--- src/rtl/alu_op_sequencer.sv ---
`default_nettype none
// ============================================================================
// Module   : alu_op_sequencer
// Brief    : Latches an operand pair, sweeps the ALU select through every
//            opcode and streams each sampled result on a valid/ready port.
//            Optional macro ALU_OP_SEQUENCER_SELFCHECK_EN adds a result checker.
// Revision : 1.0 - initial release
// ============================================================================
module alu_op_sequencer #(
    parameter int WIDTH   = 8,
    parameter int NUM_OPS = 6,
    parameter int SETTLE  = 1
) (
    input  logic             clk,
    input  logic             rst_n,
    input  logic             start,
    input  logic [WIDTH-1:0] a_in,
    input  logic [WIDTH-1:0] b_in,
    output logic [WIDTH-1:0] alu_a,
    output logic [WIDTH-1:0] alu_b,
    output logic [2:0]       alu_sel,
    input  logic [WIDTH-1:0] alu_result,
    output logic             res_valid,
    input  logic             res_ready,
    output logic [WIDTH-1:0] res_data,
    output logic [2:0]       res_op,
    output logic             busy,
    output logic             done,
    output logic             err
);

    localparam int               CNT_W     = (SETTLE < 2) ? 1 : $clog2(SETTLE + 1);
    localparam logic [2:0]       c_last_op = 3'(NUM_OPS - 1);
    localparam logic [CNT_W-1:0] c_settle  = CNT_W'(SETTLE);

    typedef enum logic [1:0] {
        S_IDLE   = 2'd0,
        S_DRIVE  = 2'd1,
        S_OUTPUT = 2'd2,
        S_DONE   = 2'd3
    } state_t;

    state_t           r_state;
    logic [CNT_W-1:0] r_cnt;
    logic             w_capture;

    // Result is sampled on the last cycle of the settle window.
    assign w_capture = (r_state == S_DRIVE) && (r_cnt == CNT_W'(1));

    always_ff @(posedge clk or negedge rst_n) begin
        if (!rst_n) begin
            r_state   <= S_IDLE;
            r_cnt     <= '0;
            alu_a     <= '0;
            alu_b     <= '0;
            alu_sel   <= '0;
            res_data  <= '0;
            res_op    <= '0;
            res_valid <= 1'b0;
            busy      <= 1'b0;
            done      <= 1'b0;
        end else begin
            case (r_state)
                S_IDLE: begin
                    done <= 1'b0;
                    if (start) begin
                        alu_a   <= a_in;
                        alu_b   <= b_in;
                        alu_sel <= 3'd0;
                        r_cnt   <= c_settle;
                        busy    <= 1'b1;
                        r_state <= S_DRIVE;
                    end
                end
                S_DRIVE: begin
                    if (w_capture) begin
                        res_data  <= alu_result;
                        res_op    <= alu_sel;
                        res_valid <= 1'b1;
                        r_state   <= S_OUTPUT;
                    end else begin
                        r_cnt <= r_cnt - CNT_W'(1);
                    end
                end
                S_OUTPUT: begin
                    if (res_ready) begin
                        res_valid <= 1'b0;
                        if (alu_sel == c_last_op) begin
                            done    <= 1'b1;
                            r_state <= S_DONE;
                        end else begin
                            alu_sel <= alu_sel + 3'd1;
                            r_cnt   <= c_settle;
                            r_state <= S_DRIVE;
                        end
                    end
                end
                S_DONE: begin
                    done    <= 1'b0;
                    busy    <= 1'b0;
                    r_state <= S_IDLE;
                end
                default: r_state <= S_IDLE;
            endcase
        end
    end

`ifdef ALU_OP_SEQUENCER_SELFCHECK_EN
    logic r_err;

    function automatic logic [WIDTH-1:0] f_expect(
        input logic [WIDTH-1:0] a,
        input logic [WIDTH-1:0] b,
        input logic [2:0]       sel
    );
        case (sel)
            3'd0:    f_expect = a + b;
            3'd1:    f_expect = a + WIDTH'(1);
            3'd2:    f_expect = a - b;
            3'd3:    f_expect = a ^ b;
            3'd4:    f_expect = a | b;
            3'd5:    f_expect = a & b;
            default: f_expect = '0;
        endcase
    endfunction

    always_ff @(posedge clk or negedge rst_n) begin
        if (!rst_n) begin
            r_err <= 1'b0;
        end else if (w_capture && (alu_result != f_expect(alu_a, alu_b, alu_sel))) begin
            r_err <= 1'b1;
        end
    end

    assign err = r_err;
`else
    assign err = 1'b0;
`endif

endmodule
`default_nettype wire

--- config.mk ---
export PLATFORM = sky130hd
export DESIGN_NAME = alu_op_sequencer
export DESIGN_NICKNAME = d
export VERILOG_FILES = /design/src/rtl/alu_op_sequencer.sv
export SDC_FILE = /design/constraint.sdc
export NUM_CORES = 1
export LEC_CHECK = 0
export BUFFER_PORTS_ARGS = -buffer_cell sky130_fd_sc_hd__buf_4
export CAP_MARGIN = 20
export CORE_MARGIN = 1.5
export CORE_UTILIZATION = 40
export DETAILED_ROUTE_END_ITERATION = 10
export PLACE_DENSITY_LB_ADDON = 0.1
export SLEW_MARGIN = 20
export SYNTH_ARGS = -nofsm -noshare
export SYNTH_HDL_FRONTEND = slang
export SYNTH_SLANG_ARGS = --single-unit
--- constraint.sdc ---
create_clock -name clk -period 2.75 [get_ports clk]
set_input_delay 0.55 -clock clk [delete_from_list [all_inputs] [get_ports clk]]
set_output_delay 0.55 -clock clk [all_outputs]
set_load 0.01 [all_outputs]
==> reports/results.ini <==
[critical_path]
crit_required_ns = 2.93
end_kind = register
worstPathArrival_ns = 1.86
crit_path_start_kind = register
critPathMaxFanout = 14
worstSetupPathType = reg -> reg

[finish]
synthToLayoutAreaGrowth_pct = 35.4
nets = 216
drive_gt1_share_pct = 51.9
final_util_pct = 58.0
fill_cells = 334
diodes = 0

[timing]
hold_viol = 0
finalClockSkew_ns = 0.00773
slew_violations = 0
setup_violations = 0
finalCritPeriodShare_pct = 61.4
rsz0062_at_grt = false
layout_min_cycle_time_ns = 1.69
fmax_ghz = 0.592
finalSetupTns_ns = 0

[power_and_ir_drop]
cellPowerDensity_nw_per_um2 = 1120
ir_drop_mv = 0.569
internal-power_w = 0.00163
seqPwrFrac_pct = 37.8
comb_power_share_pct = 46.6
p_switching_w = 0.000817
switching_share_pct = 33.3
p_leak_nw = 1.08
p_clk_share_pct = 15.6

[routing]
viasPerCell = 5.04
drt_wl_total_um = 3370
drc = 0
drtIter0Drc = 94
routedWlPerCell_um = 14.6
drt_first_pass_iters = 4
ant_nets = 0
vias = 1165

[grt]
grt_pass1_wl_um = 5310
grtUsageTotal_pct = 16.6
antenna_found_initial = 0
grt-ovfl-total = 0
grt_max_degree = 37
grt_pass1_vias = 1144

[logic_synthesis]
yosysWarningCount = 0
yosysUniqueCellTypes = 29
ys_seq_elements = 36
synth_nets = 153
avgSynthCellArea_um2 = 13.6
syn_area_um2 = 1620
synthTopCellsByArea = dfrtp_1, mux2_2, mux2_4
netlist_instances = 119
netlist.area_leader.share_pct = 55.7
yosysTopAreaCell = dfrtp_1
yosysSeqAreaShare_pct = 55.7

[clocking]
path_clk_slew_ns = 0.07
htreeDepth = 2
post_cts_buffers = 0
clock_latency_ns = 0.29
clk_path_buf_depth = 2
cts_hold_buf = 0
ctsResizeCount = 0
cts_tree = done
root_buffer = clkbuf_8
cts.sinks = 36
cts_made_buffers = 5

[die]
dieArea_um2 = 4430
fp.dieH_um = 66.6
rows = 22
ios = 62
core_um2 = 3770
fp.dieW_um = 66.6
initial_core_util_pct = 42.9

[placed_design]
numPortBuffers = 60
gp_congestion = 0.779
hpwl_um = 2410

[outcome]
outcome = finished clean

[worst_hold_path]
hold_path.class = in -> async

[job]
drv_cap = 0

==> per-stage QoR <==
step | total power (W) | cell area [um2] | hold slack [ns] | setup slack (ns) | instances
2_1_floorplan | 0.00160 | 1620 | 0.254 | 1.31 | 119
3_3_place_gp | 0.00205 | 2100 | 0.478 | 1.21 | 223
3_5_place_dp | 0.00209 | 2100 | 0.495 | 1.12 | 223
4_1_cts | 0.00249 | 2190 | 0.220 | 1.08 | 231
5_1_grt | 0.00263 | 2190 | 0.226 | 0.920 | 231
6_report | 0.00245 | 2190 | 0.201 | 1.06 | 231
==> flip-flops by register name, indices dropped and copies added (netlist names), 2 cells and up <==
register	count
alu_sel	3
alu_b	8
alu_a	8
res_data	8
res_op	3
r_state	2
==> worst max-delay path, cell delays in order, from the launching register on <==
cell and delay, ns:
dfrtp_1 0.42, inv_1 0.11, ha_1 0.43, mux2i_1 0.22
a221o_1 0.38
==> cell type report <==
cell class | count | area [um2] | area share, %
inverters | 5 | 18.8 | 0.858
clock buffers | 8 | 90.1 | 4.12
well taps | 48 | 60.1 | 2.74
repair buffers | 60 | 450 | 20.6
flip-flops and latches | 36 | 901 | 41.2
multi-input cells | 74 | 668 | 30.5
==> cells by family (layout without fill, tap and decap cells) <==
kind of cell / after synthesis / after routing / share of synthesized area [%]
buffers and inverters: 9 / 73 / 2.94
AOI/OAI and AO/OA: 15 / 15 / 6.89
other: 1 / 1 / 0.232
muxes: 28 / 28 / 21.7
and+or+nand+nor: 24 / 24 / 7.90
adders and majority gates: 6 / 6 / 4.64
DFF: 36 / 36 / 55.7
==> layer usage <==
metal  share of wire [%]  track usage (%)  vias up
li1                    -                -      542
met1                  40             19.0      580
met2                  52             27.3       38
met3                 6.4             6.93        5
met4                 1.7             6.89        0
met5                   0                0        -
==> synth_stat cells <==
| library cell | count |
|---|---|
| nand2b_1 | 2 |
| o32a_2 | 1 |
| nor2b_1 | 3 |
| inv_1 | 5 |
| nand2_1 | 10 |
| ha_1 | 6 |
| nand4b_1 | 2 |
| a21oi_1 | 2 |
| mux2_2 | 16 |
| nand2_4 | 1 |
| nor3_1 | 2 |
| dfrtp_1 | 36 |
| a2bb2oi_1 | 1 |
| a221o_1 | 1 |
| nand3_1 | 2 |
| o21ai_0 | 3 |
| o2bb2ai_1 | 1 |
| conb_1 | 1 |
| mux2i_1 | 2 |
| a31oi_1 | 1 |
| a21o_1 | 1 |
| buf_4 | 1 |
| nor4_1 | 1 |
| nor2_1 | 1 |
| mux2_4 | 10 |
| o211ai_1 | 3 |
| buf_6 | 1 |
| a21boi_2 | 1 |
| buf_2 | 2 |
==> power groups by stage <==
stage	clock network [W]	logic (W)	registers, W
5_1_grt	0.000425	0.00124	0.000961
2_1_floorplan	0	0.000583	0.00101
3_3_place_gp	0	0.00113	0.000921
3_5_place_dp	0	0.00115	0.000932
4_1_cts	0.000396	0.00116	0.000931
6_report	0.000382	0.00114	0.000927
==> layout by cell type, fill, tap and decap left out, types with 3 or more instances in the layout <==
| cell | instances |
|---|---|
| clkbuf_8 | 6 |
| nand2_1 | 10 |
| o21ai_0 | 3 |
| ha_1 | 6 |
| inv_1 | 5 |
| o211ai_1 | 3 |
| mux2_2 | 16 |
| mux2_4 | 10 |
| nor2b_1 | 3 |
| buf_4 | 60 |
| dfrtp_1 | 36 |
==> path summary, 6_finish.rpt <==
check / from / to / slack, ns / depth (start not counted)
worst max-delay path: r_state[0] / alu_sel[2] / 1.06 / 4
worst min-delay path: rst_n / done / 0.20 / 1
worst max register to register: r_state[0] / alu_sel[2] / 1.06 / 4
worst min register to register: alu_b[4] / alu_b[4] / 0.51 / 1
max in group asynchronous: rst_n / alu_a[0] / 2.22 / 1
min in group clk: b_in[7] / alu_b[7] / 0.50 / 2
Power figures use the tool's default switching activity.
